`config.mk`:
```
export PLATFORM = sky130hd
export DESIGN_NAME = grid_cursor_ctrl_flat
export DESIGN_NICKNAME = d
export VERILOG_FILES = /design/src/rtl/gcttt_pkg.sv /design/src/rtl/grid_cursor_ctrl_if.sv /design/src/rtl/btn_edge.sv /design/src/rtl/grid_cursor_ctrl.sv /design/src/flat_wrapper.sv
export SDC_FILE = /design/constraint.sdc
export NUM_CORES = 1
export LEC_CHECK = 0
export CAP_MARGIN = 10
export CORE_UTILIZATION = 53
export CTS_CLUSTER_SIZE = 8
export DETAILED_ROUTE_END_ITERATION = 8
export PLACE_DENSITY = 0.75
export SYNTH_ARGS = -nofsm -noshare
export SYNTH_HDL_FRONTEND = slang
export SYNTH_SLANG_ARGS = --single-unit
```
`constraint.sdc`:
```
create_clock -name clk -period 3.6 [get_ports clk]
set_clock_uncertainty 0.15 [all_clocks]
set_input_delay 0.36 -clock clk [delete_from_list [all_inputs] [get_ports clk]]
set_output_delay 0.36 -clock clk [all_outputs]
set_load 0.02 [all_outputs]
```
`src/rtl/gcttt_pkg.sv`:
```
// Shared constants and types for the grid cursor controller and its grid-side peers.
package gcttt_pkg;

  localparam int GRID_N    = 3;
  localparam int COORD_W   = 4;
  localparam int NUM_CELLS = GRID_N * GRID_N;

  localparam logic [COORD_W-1:0] CELL_FIRST = 4'd0;
  localparam logic [COORD_W-1:0] CELL_LAST  = 4'd8;

  // Button vector layout: a higher bit index means a higher priority
  localparam int BTN_W     = 5;
  localparam int BTN_RIGHT = 0;
  localparam int BTN_LEFT  = 1;
  localparam int BTN_DOWN  = 2;
  localparam int BTN_UP    = 3;
  localparam int BTN_SEL   = 4;

  typedef enum logic [1:0] {
    IDLE   = 2'd0,
    ARMED  = 2'd1,
    COMMIT = 2'd2,
    HOLD   = 2'd3
  } gc_state_e;

endpackage

```
`src/rtl/grid_cursor_ctrl_if.sv`:
```
// Write port between the cursor controller (master) and the grid coordinate register (slave).
interface grid_cursor_ctrl_if #(
  parameter int GRID_N  = gcttt_pkg::GRID_N,
  parameter int COORD_W = gcttt_pkg::COORD_W
);

  logic [COORD_W-1:0]       coord_out;
  logic                     write_en;
  logic                     reject;
  logic [GRID_N*GRID_N-1:0] occ_mask;

  modport master (
    output coord_out,
    output write_en,
    output reject,
    input  occ_mask
  );

  modport slave (
    input  coord_out,
    input  write_en,
    input  reject,
    output occ_mask
  );

endinterface

```
`src/rtl/btn_edge.sv`:
```
// N-bit registered rising-edge detector; history resets to all-ones so a
// level held high through reset never produces an event.
module btn_edge #(
  parameter int N = 1
) (
  input  logic         clk,
  input  logic         rst,
  input  logic [N-1:0] din,
  output logic [N-1:0] rise
);

  logic [N-1:0] prev_r;
  logic [N-1:0] rise_r;

  // Sample history and register the one-cycle rise pulses
  always_ff @(posedge clk) begin
    if (rst) begin
      prev_r <= {N{1'b1}};
      rise_r <= {N{1'b0}};
    end else begin
      prev_r <= din;
      rise_r <= din & ~prev_r;
    end
  end

  assign rise = rise_r;

endmodule

```
`src/rtl/grid_cursor_ctrl.sv`:
```
// Turns debounced button presses into a grid cursor and issues one guarded
// write per select into the grid coordinate register.
module grid_cursor_ctrl #(
  parameter int GRID_N      = gcttt_pkg::GRID_N,
  parameter int COORD_W     = gcttt_pkg::COORD_W,
  parameter bit WRAP        = 1'b1,
  parameter int HOLD_CYCLES = 4
) (
  input  logic                clk,
  input  logic                rst,
  input  logic                enable,
  input  logic                btn_up,
  input  logic                btn_down,
  input  logic                btn_left,
  input  logic                btn_right,
  input  logic                btn_sel,
  grid_cursor_ctrl_if.master  wr,
  output logic [1:0]          cursor_row,
  output logic [1:0]          cursor_col
);

  import gcttt_pkg::*;

  localparam logic [1:0] EDGE_MAX  = 2'(GRID_N - 1);
  localparam logic [7:0] HOLD_LOAD = 8'(HOLD_CYCLES - 1);

  logic [BTN_W-1:0]   btn_s;
  logic [BTN_W-1:0]   rise_s;
  logic [1:0]         row_nxt_s;
  logic [1:0]         col_nxt_s;
  logic [COORD_W-1:0] coord_nxt_s;
  logic               move_s;
  logic               occ_hit_s;

  gc_state_e          state_r;
  logic [1:0]         row_r;
  logic [1:0]         col_r;
  logic [COORD_W-1:0] coord_r;
  logic               write_en_r;
  logic               reject_r;
  logic [7:0]         hold_cnt_r;

  assign btn_s = {btn_sel, btn_up, btn_down, btn_left, btn_right};

  btn_edge #(.N(BTN_W)) u_btn_edge (
    .clk  (clk),
    .rst  (rst),
    .din  (btn_s),
    .rise (rise_s)
  );

  // Next cursor position from the highest-priority move event
  always_comb begin
    row_nxt_s = row_r;
    col_nxt_s = col_r;
    move_s    = 1'b1;
    if (rise_s[BTN_UP]) begin
      if (row_r == 2'd0) begin
        row_nxt_s = WRAP ? EDGE_MAX : 2'd0;
      end else begin
        row_nxt_s = row_r - 2'd1;
      end
    end else if (rise_s[BTN_DOWN]) begin
      if (row_r == EDGE_MAX) begin
        row_nxt_s = WRAP ? 2'd0 : EDGE_MAX;
      end else begin
        row_nxt_s = row_r + 2'd1;
      end
    end else if (rise_s[BTN_LEFT]) begin
      if (col_r == 2'd0) begin
        col_nxt_s = WRAP ? EDGE_MAX : 2'd0;
      end else begin
        col_nxt_s = col_r - 2'd1;
      end
    end else if (rise_s[BTN_RIGHT]) begin
      if (col_r == EDGE_MAX) begin
        col_nxt_s = WRAP ? 2'd0 : EDGE_MAX;
      end else begin
        col_nxt_s = col_r + 2'd1;
      end
    end else begin
      move_s = 1'b0;
    end
  end

  assign coord_nxt_s = COORD_W'(row_nxt_s) * COORD_W'(GRID_N) + COORD_W'(col_nxt_s);
  assign occ_hit_s   = wr.occ_mask[coord_r];

  // Control FSM; a select outranks any move seen in the same cycle
  always_ff @(posedge clk) begin
    if (rst) begin
      state_r    <= IDLE;
      row_r      <= 2'd0;
      col_r      <= 2'd0;
      coord_r    <= {COORD_W{1'b0}};
      write_en_r <= 1'b0;
      reject_r   <= 1'b0;
      hold_cnt_r <= 8'd0;
    end else begin
      write_en_r <= 1'b0;
      reject_r   <= 1'b0;
      case (state_r)
        IDLE: begin
          if (enable) begin
            state_r <= ARMED;
          end else begin
            state_r <= IDLE;
          end
        end
        ARMED: begin
          if (!enable) begin
            state_r <= IDLE;
          end else if (rise_s[BTN_SEL]) begin
            if (occ_hit_s) begin
              reject_r <= 1'b1;
            end else begin
              state_r    <= COMMIT;
              write_en_r <= 1'b1;
            end
          end else if (move_s) begin
            row_r   <= row_nxt_s;
            col_r   <= col_nxt_s;
            coord_r <= coord_nxt_s;
          end else begin
            state_r <= ARMED;
          end
        end
        COMMIT: begin
          state_r    <= HOLD;
          hold_cnt_r <= HOLD_LOAD;
        end
        HOLD: begin
          if (hold_cnt_r == 8'd0) begin
            state_r <= enable ? ARMED : IDLE;
          end else begin
            hold_cnt_r <= hold_cnt_r - 8'd1;
          end
        end
        default: begin
          state_r <= IDLE;
        end
      endcase
    end
  end

  assign wr.coord_out = coord_r;
  assign wr.write_en  = write_en_r;
  assign wr.reject    = reject_r;
  assign cursor_row   = row_r;
  assign cursor_col   = col_r;

endmodule
```
`src/flat_wrapper.sv`:
```
// flat-port wrapper written by rule: the top's interface ports become plain ports
module grid_cursor_ctrl_flat import gcttt_pkg::*;
#(
  parameter int GRID_N      = gcttt_pkg::GRID_N,
  parameter int COORD_W     = gcttt_pkg::COORD_W,
  parameter bit WRAP        = 1'b1,
  parameter int HOLD_CYCLES = 4
)
  (clk, rst, enable, btn_up, btn_down, btn_left, btn_right, btn_sel, cursor_row, cursor_col, wr_coord_out, wr_write_en, wr_reject, wr_occ_mask);
  grid_cursor_ctrl_if #(.GRID_N(GRID_N), .COORD_W(COORD_W)) wr_i ();
  input  logic clk;
  input  logic rst;
  input  logic enable;
  input  logic btn_up;
  input  logic btn_down;
  input  logic btn_left;
  input  logic btn_right;
  input  logic btn_sel;
  output logic [1:0] cursor_row;
  output logic [1:0] cursor_col;
  output wire logic [$bits(wr_i.coord_out)-1:0] wr_coord_out;
  output wire logic [$bits(wr_i.write_en)-1:0] wr_write_en;
  output wire logic [$bits(wr_i.reject)-1:0] wr_reject;
  input wire logic [$bits(wr_i.occ_mask)-1:0] wr_occ_mask;
  assign wr_coord_out = wr_i.coord_out;
  assign wr_write_en = wr_i.write_en;
  assign wr_reject = wr_i.reject;
  assign wr_i.occ_mask = wr_occ_mask;
  grid_cursor_ctrl #(.GRID_N(GRID_N), .COORD_W(COORD_W), .WRAP(WRAP), .HOLD_CYCLES(HOLD_CYCLES)) u_core (.clk(clk), .rst(rst), .enable(enable), .btn_up(btn_up), .btn_down(btn_down), .btn_left(btn_left), .btn_right(btn_right), .btn_sel(btn_sel), .wr(wr_i), .cursor_row(cursor_row), .cursor_col(cursor_col));
endmodule
```
==> impl_metrics.py <==
metrics = {
    "global_routing": {
        "first_global_vias": 1355,
        "grt.busiest_layer": "met2",
        "grt_util_all_layers": 0.218,
        "grt_pass1_wl_mm": 5.51,
        "groute.layer.met3.usage": 0.0558,
        "grt.met1_usage": 0.226,
        "largest_net_degree_at_the_start_of_global_routing": 19,
        "gr-usage-met2": 0.397,
        "number_of_antenna_violations_at_the_first_check_in_global_routing": 0,
        "grt_remaining_overflow": 0,
    },
    "clocking": {
        "clk_transition_reported_paths_ns": 0.11,
        "cts-buffers-inserted": 5,
        "worst_skew_pair.late_latency_ns": 0.34,
        "clock_path_buffers": 2,
        "cts_resized": 0,
        "library_cell_used_as_clock_root_buffer": "sky130_fd_sc_hd__clkbuf_4",
        "cts_hold_buffers": 0,
        "cts_htree_levels": 2,
        "post_cts_buffers": 0,
        "clock_sinks": 30,
        "tritoncts_clock_tree": "built",
    },
    "synthesis": {
        "synth_edf_count": 0,
        "synth.top_cells.by_area": "sky130_fd_sc_hd__dfxtp_1 (36%), sky130_fd_sc_hd__ha_1 (9.8%), sky130_fd_sc_hd__mux2i_1 (8.5%), sky130_fd_sc_hd__nor2_1 (4.8%), sky130_fd_sc_hd__inv_1 (2.7%)",
        "ys_seq_area_frac": 0.363,
        "syn-cell-area_sq_um": 1660,
        "yosys.area.top_type_share": 0.363,
        "cells_after_synth": 174,
        "yosysWarningCount": 0,
        "ys.flop_type": "sky130_fd_sc_hd__dfxtp_1",
        "post_synth_num_cell_types": 49,
        "synth-seq-cells": 30,
        "synth.avg_cell_area_sq_um": 9.51,
        "synthesized_netlist_net_count": 206,
        "synth_area_leader_cell": "sky130_fd_sc_hd__dfxtp_1",
        "async_flop_share": 0,
        "ys_top_cells_by_count": "sky130_fd_sc_hd__dfxtp_1 (30), sky130_fd_sc_hd__nor2_1 (21), sky130_fd_sc_hd__mux2i_1 (14)",
        "synth.most_common_cell": "sky130_fd_sc_hd__dfxtp_1",
    },
    "finish": {
        "filler_cell_count": 223,
        "diodes_inserted": 0,
        "register_area_sq_um": 601,
        "multi_input_area_sq_um": 975,
        "layout-drive-gt1-share": 0.124,
        "finalNetCount": 233,
        "layout-area-overhead-vs-synth_pct": 23.1,
    },
    "power_and_ir_drop": {
        "totalPowerFinal_uw": 754,
        "power-per-cell-area_nw_per_um2": 370,
        "vdd_drop_max_v": 0.000267,
        "leakage_nw": 0.747,
    },
    "worst_setup_path": {
        "capture_point_of_the_worst_reg_to_reg_path": "u_core.wr.coord_out[2]",
        "path_max_fanout": 5,
        "cp-end-kind": "register",
        "reg2reg_from": "u_core.cursor_col[1]",
        "worst-r2r-cell-count": 9,
        "worst_path_required_ns": 3.68,
        "worst-r2r-setup-slack_ns": 0.76,
        "crit_arrival_ns": 2.93,
        "cp-start-kind": "register",
        "criticalPathCategory": "register to register",
    },
    "floorplan": {
        "ios": 27,
        "rows": 19,
        "die_h_um": 57.9,
        "die_area_sq_um": 3350,
        "core-area_sq_um": 2850,
        "initial_utilization": 0.580,
        "die_w_um": 57.9,
    },
    "timing": {
        "report.final.setup_viol": 0,
        "finalWorstPathRequiredPeriod_ns": 2.84,
        "tns_ns": 0,
        "timing.final.hold_violations": 0,
        "max_transition_viols_final": 0,
        "timing.fmax_mhz": 352,
        "setup_repair_after_global_routing_missed_its_margin": "false",
        "worst_max_slew_pin_slew_ns": 0.819,
        "whs_ns": 0.227,
        "slew_headroom": 0.451,
        "min_period_over_period": 0.789,
    },
    "worst_hold_path": {
        "hp-start": "u_core.u_btn_edge.prev_r[4]",
        "hold_path_depth": 1,
        "worstHoldPathType": "register to register",
        "worstHoldEndpoint": "u_core.u_btn_edge.rise[4]",
    },
    "route": {
        "avgViaCountPerCell": 5.66,
        "vias": 1318,
        "ant_nets": 0,
        "routed_wl_mm": 3.31,
        "drc": 1,
        "first_iter_violations": 43,
        "drt_first_pass_iters": 8,
        "routed_wire_length_per_instance_um": 14.2,
    },
    "placed_design": {
        "routabilityCongestion": 0.754,
        "placement.io_buffers": 26,
        "detailedPlacementHpwl_mm": 2.51,
    },
    "run_status": {
        "run_status": "complete, but fails checks",
        "failed_checks": "design-rule violations",
    },
    "job": {
        "max_cap_violations": 0,
    },
}
[final cells by class]
class / count / share of cell area
Timing Repair Buffer: 27 / 0.131
Inverter: 12 / 0.0221
Sequential cell: 30 / 0.295
Clock inverter: 2 / 0.0295
Tap cell: 31 / 0.0190
Multi-Input combinational cell: 125 / 0.478
Clock buffer: 6 / 0.0252
[layout by cell type (no fill, tap or decap), drive strengths merged, types with 6 or more instances in the layout]
cell	n
dfxtp	30
clkdlybuf4s50	26
nor2	22
mux2i	14
ha	13
inv	12
a21oi	7
nor3b	6
nor3	6
clkbuf	6
[cells by family after synthesis]
group,after synthesis,synth area share
DFF,30,0.363
and+or+nand+nor,64,0.225
adders and majority gates,15,0.122
buffers and inverters,19,0.0484
AOI/OAI and AO/OA,29,0.141
muxes,14,0.0847
xor gates and xnor gates,3,0.0159
[stage by stage]
step           instances   util  setup WS (ns)  area (sq um)
2_1_floorplan        174      -          0.804          1660
5_1_grt              233  0.714          0.617          2040
4_1_cts              233  0.714          0.749          2040
3_5_place_dp         225  0.675          0.772          1930
3_3_place_gp         225  0.675          0.917          1930
6_report             233  0.714          0.759          2040
[metal layers]
| layer | vias to the layer above | routed length, um |
|---|---|---|
| met5 | - | 0 |
| met4 | 0 | 87 |
| met3 | 10 | 120 |
| met2 | 30 | 1710 |
| met1 | 614 | 1390 |
| li1 | 664 | - |
[registers in the layout, indices dropped and copies added (netlist names)]
| name | count |
|---|---|
| u_core.cursor_col | 2 |
| u_core.cursor_row | 2 |
| u_core.hold_cnt_r | 8 |
| u_core.state_r | 2 |
| u_core.u_btn_edge.prev_r | 5 |
| u_core.u_btn_edge.rise | 5 |
| u_core.wr.coord_out | 4 |
| u_core.wr.reject | 1 |
| u_core.wr.write_en | 1 |
[critical path: stages (launching register included)]
cell and delay [ns]:
sky130_fd_sc_hd__dfxtp_1 0.42, sky130_fd_sc_hd__inv_1 0.09, sky130_fd_sc_hd__ha_1 0.29, sky130_fd_sc_hd__a22oi_1 0.09, sky130_fd_sc_hd__o32a_1 0.34, sky130_fd_sc_hd__fa_1 0.47
sky130_fd_sc_hd__ha_1 0.23, sky130_fd_sc_hd__fa_1 0.47, sky130_fd_sc_hd__mux2i_1 0.15, sky130_fd_sc_hd__nor2_1 0.05
[worst max-delay path by stage]
stage	start	to	slack [ns]	cells past startpoint
final	u_core.cursor_col[1]	u_core.wr.coord_out[2]	0.76	9
after CTS	u_core.cursor_col[1]	u_core.wr.coord_out[2]	0.75	9
after floorplan	u_core.cursor_col[0]	u_core.wr.coord_out[2]	0.80	9
after global placement	u_core.cursor_col[1]	u_core.wr.coord_out[2]	0.92	9
after global routing	u_core.cursor_col[1]	u_core.wr.coord_out[2]	0.62	9
after detailed placement	u_core.cursor_col[1]	u_core.wr.coord_out[2]	0.77	9
[where the power goes]
group,switching [mW],leakage (nW),total (mW),internal [mW]
Combinational,0.0223,0.445,0.0531,0.0308
Sequential,0.00485,0.244,0.342,0.337
Clock,0.124,0.0585,0.359,0.235
Total,0.151,0.747,0.754,0.603
(Power assumes the default switching activity.)
